[src/rtl/reg_scoreboard.sv]
// reg_scoreboard: per-register pending-write counters for the integer register
// file. Gates issue on RAW hazards against in-flight writes and on a register
// reaching its outstanding-write limit. Writeback retires pending writes.
// Build option: define REG_SCOREBOARD_BYPASS_EN to let a source whose final
// pending write is completing this cycle issue alongside that writeback (the
// issue stage then forwards the writeback data).
module reg_scoreboard #(
  parameter int NREGS = 32,
  parameter int CNT_W = 2,
  localparam int AW = $clog2(NREGS)
) (
  input  logic             clk,
  input  logic             rst_n,
  input  logic             issue_valid,
  output logic             issue_ready,
  input  logic [AW-1:0]    issue_rs1,
  input  logic             issue_rs1_used,
  input  logic [AW-1:0]    issue_rs2,
  input  logic             issue_rs2_used,
  input  logic [AW-1:0]    issue_rd,
  input  logic             issue_rd_we,
  input  logic             wb_valid,
  input  logic [AW-1:0]    wb_rd,
  input  logic             flush,
  output logic [NREGS-1:0] busy_vec,
  output logic             hazard_rs1,
  output logic             hazard_rs2,
  output logic             err_underflow
);

  localparam logic [CNT_W-1:0] CNT_MAX = {CNT_W{1'b1}};
  localparam logic [CNT_W-1:0] CNT_ONE = CNT_W'(1);

  logic [NREGS-1:0][CNT_W-1:0] cnt;
  logic [NREGS-1:0][CNT_W-1:0] cnt_next;
  logic [NREGS-1:0]            busy_next;
  logic                        raw_rs1;
  logic                        raw_rs2;
  logic                        mask_rs1;
  logic                        mask_rs2;
  logic                        full_rd;
  logic                        fire;
  logic                        wb_live;
  logic                        underflow_set;

  // Hazard detection and issue handshake, all from current counter state.
  always_comb begin
    raw_rs1 = issue_valid & issue_rs1_used & (issue_rs1 != '0) & (cnt[issue_rs1] != '0);
    raw_rs2 = issue_valid & issue_rs2_used & (issue_rs2 != '0) & (cnt[issue_rs2] != '0);
`ifdef REG_SCOREBOARD_BYPASS_EN
    mask_rs1 = wb_valid & (wb_rd == issue_rs1) & (cnt[issue_rs1] == CNT_ONE);
    mask_rs2 = wb_valid & (wb_rd == issue_rs2) & (cnt[issue_rs2] == CNT_ONE);
`else
    mask_rs1 = 1'b0;
    mask_rs2 = 1'b0;
`endif
    hazard_rs1  = raw_rs1 & ~mask_rs1;
    hazard_rs2  = raw_rs2 & ~mask_rs2;
    full_rd     = issue_rd_we & (issue_rd != '0) & (cnt[issue_rd] == CNT_MAX);
    issue_ready = ~flush & ~hazard_rs1 & ~hazard_rs2 & ~full_rd;
    fire        = issue_valid & issue_ready;
  end

  // Next-state counters: increment on fire, decrement on writeback, cancel when both.
  always_comb begin
    cnt_next      = cnt;
    busy_next     = '0;
    wb_live       = wb_valid & (wb_rd != '0) & ~flush;
    underflow_set = wb_live & (cnt[wb_rd] == '0);
    for (int i = 0; i < NREGS; i++) begin
      logic inc;
      logic dec;
      inc = fire & issue_rd_we & (issue_rd == AW'(i));
      dec = wb_live & (wb_rd == AW'(i)) & (cnt[i] != '0);
      if (i == 0 || flush) begin
        cnt_next[i] = '0;
      end else if (inc && !dec) begin
        cnt_next[i] = cnt[i] + CNT_ONE;
      end else if (dec && !inc) begin
        cnt_next[i] = cnt[i] - CNT_ONE;
      end
      busy_next[i] = (cnt_next[i] != '0);
    end
  end

  // Counter, busy vector and sticky underflow flag registers.
  always_ff @(posedge clk or negedge rst_n) begin
    if (!rst_n) begin
      cnt           <= '0;
      busy_vec      <= '0;
      err_underflow <= 1'b0;
    end else begin
      cnt      <= cnt_next;
      busy_vec <= busy_next;
      if (underflow_set) err_underflow <= 1'b1;
    end
  end

endmodule

[config.mk]
export PLATFORM = sky130hd
export DESIGN_NAME = reg_scoreboard
export DESIGN_NICKNAME = d
export VERILOG_FILES = /design/src/rtl/reg_scoreboard.sv
export SDC_FILE = /design/constraint.sdc
export NUM_CORES = 1
export LEC_CHECK = 0
export BUFFER_PORTS_ARGS = -buffer_cell sky130_fd_sc_hd__buf_4
export CORE_MARGIN = 2
export CORE_UTILIZATION = 45
export DETAILED_ROUTE_END_ITERATION = 8
export SLEW_MARGIN = 20
export SYNTH_ARGS = -nofsm -noshare
export SYNTH_HDL_FRONTEND = slang
export SYNTH_SLANG_ARGS = --single-unit
[constraint.sdc]
create_clock -name clk -period 8.6 [get_ports clk]
set_input_delay 1.72 -clock clk [delete_from_list [all_inputs] [get_ports clk]]
set_output_delay 1.72 -clock clk [all_outputs]
set_load 0.03 [all_outputs]
==> metrics.csv <==
metric;value;unit
status;finished, violations left;
violations;design-rule violations;
yosys.area_share.simple;0.277;
ys_seq_area_frac;0.282;
cp-start-kind;input port;
antenna_left;0;
setup_tns;0;ns
crit_path_frequent_cell;buf_4;
drt_iter0_markers;739;
worstPathRequired;6.88;ns
dp.cells;1204;
instances_no_fill;1220;
relSlewSlack;0.334;
cts_hold_buf;0;
stdcell_area;9130;um^2
timing.fmax;0.157;GHz
synth_ff_type;dfrtp_1;
path_cells;buf_4, mux4_1, mux2_2, nand4_1, a21oi_1, nor2_1, nand3_1, nor3_1, buf_4;
critPathKind;input port to primary output;
p_total;950;uW
cts_htree_levels;3;
syn_area;8330;um^2
drc_errors;4;
synthCells;965;
grt.total_usage;0.254;
die_h;140;um
period_share;0.742;
gp_congestion;0.956;
path_max_fanout;22;
setup_viol;0;
yosysUniqueCellTypes;71;
hold_depth;1;
fin_crit;6.38;ns
cp_num_cells;9;
nFillCells;1722;
critPathTopFamily;simple AND/OR/NAND/NOR gates;
synthMuxAreaShare;0.157;
synth_edf_count;0;
grt_first_pass_wirelength;38.7;mm
dp_hpwl;18.4;mm
numCtsBuffers;9;
clockBufferDepth;2;
rrSetupSlack;3.93;ns
final_util;0.505;
async_flop_share;1.00;
synth_top_area_share;0.282;
coreArea;18100;um^2
crit_buf_inv;2;
multiInputGateArea;5420;um^2
grt_max_degree;75;
critical_path.slowest_cell;mux4_1;
ff2ff_path_depth;9;
clockPowerShare;0.406;
drt-pass1-iter-count;9;
ys_ff_latch;94;
finClkSkew;0.00969;ns
synth_top_family_by_area;simple AND/OR/NAND/NOR gates;
yosysMostFrequentCell;nor2_1;
slew_violations;0;
initial_core_util;0.460;
hold_start;err_underflow$_DFFE_PN0P_;
ir_drop;0.0936;mV
chipWidth;140;um
synth_compound_area_frac;0.112;
syn_nets;1024;
hold_path.class;flop to flop;
synth_area_leader_cell;dfrtp_1;
powerDensity;104;nW/um^2
clk_latency;0.36;ns
comb_power_share;0.127;
internal_power;680;uW
routedWlPerCell;20.4;um
post_cts_resized;0;
port_buffers;62;
routed_wl;24.8;mm
cap_violations;0;
area_growth;9.69;%
p_seq_frac;0.468;
cp.arrival;4.66;ns
critPathMaxStageDelay;0.60;ns
antennaDiodeCount;0;
post_cts_buffers;0;
cts_tree;built;
min_to;err_underflow$_DFFE_PN0P_;
dpl_cell_area;8850;um^2
antenna_found_initial;0;
dieArea;19600;um^2
rows;49;
clkSinkCount;94;
yosys_warnings;0;
synthTopCellsByArea;dfrtp_1, mux2i_1, nor2_1;
num_io_pins;64;
vias;7485;
first_global_vias;6665;
end_kind;primary output;
synthAdderAreaFrac;0.0466;
synth_common_cells;nor2_1, dfrtp_1, inv_1;
synth_xor_xnor_area_share;0.0585;
clk_pin_slew;0.07;ns
nNetsFinal;1045;
clock-root-buffer;clkbuf_16;
leakage;0.00369;uW
tightest_slew;0.996;ns
rr_endpoint;cnt[28]$_DFF_PN0_;
reg2reg_from;cnt[28]$_DFF_PN0_;
rsz0062_at_grt;no;
via_per_inst;6.14;
drive_gt1_frac;0.154;
synth.avg_cell_area;8.63;um^2
switchingPower;270;uW
grt-ovfl-total;0;
netSwitchingFraction;0.284;
seq_area;2350;um^2
hold_violations;0;
[area by class of cell]
class                           count  area share
Multi-Input combinational cell    735       0.594
Clock buffer                       10      0.0262
Inverter                           81      0.0333
Timing Repair Buffer               65      0.0538
Sequential cell                    94       0.258
Tap cell                          229      0.0314
Clock inverter                      6     0.00411
[worst max path at each step]
stage / startpoint / endpoint / slack [ns]
after floorplan: issue_rs2[1] / issue_ready / 2.87
after global placement: issue_rd[0] / issue_ready / 2.46
after detailed placement: issue_rd[0] / issue_ready / 2.35
after CTS: issue_rd[0] / issue_ready / 2.34
after global routing: issue_rd[0] / issue_ready / 2.16
final: issue_rd[0] / issue_ready / 2.22
[cell usage in the layout, fill, tap and decap left out, types with 9 or more instances in the layout]
cell type	instances
o21ai_0	10
or2_2	13
mux2i_1	47
nand4_1	16
or3_1	41
ha_1	31
nor4_1	9
xnor2_1	44
buf_4	64
nand2_1	66
dfrtp_1	94
a211oi_1	24
a221oi_1	10
nor2_1	112
mux2_2	25
nand3_1	48
clkbuf_16	9
a31oi_1	10
mux4_2	17
nor3b_1	11
nor3_1	44
a21oi_1	18
xor2_1	9
inv_1	81
nand2b_1	9
[sequential cells by signal, indices dropped and copies added (netlist names)]
name and flops:
busy_vec 31, cnt 62, err_underflow 1
[through the flow]
stage / hold WS (ns) / setup WS [ns]
2_1_floorplan: 0.483 / 2.87
3_5_place_dp: 0.485 / 2.35
4_1_cts: 0.500 / 2.34
5_1_grt: 0.521 / 2.16
6_report: 0.515 / 2.22
3_3_place_gp: 0.486 / 2.46
[per-layer routing]
metal | routed length, um | share of wire | global-route usage | vias up
met1 | 11500 | 0.46 | 0.377 | 3601
met3 | 1940 | 0.078 | 0.0434 | 40
met5 | 0 | 0 | 0 | -
li1 | - | - | - | 3530
met2 | 10900 | 0.44 | 0.378 | 314
met4 | 561 | 0.023 | 0.0776 | 0
[kinds of logic after synthesis]
family | after synthesis
mux | 96
other cells | 1
simple gates | 427
xor+xnor | 54
flops | 94
compound gates | 126
fa+ha+maj | 31
buf+inv | 136
[power groups by stage]
| stage | logic [uW] | clock network [uW] | registers, uW |
|---|---|---|---|
| 3_5_place_dp | 119 | 0 | 453 |
| 3_3_place_gp | 117 | 0 | 453 |
| 6_report | 120 | 385 | 444 |
| 5_1_grt | 129 | 412 | 444 |
| 2_1_floorplan | 73.5 | 0 | 453 |
| 4_1_cts | 119 | 396 | 444 |
Power figures use the tool's default switching activity.
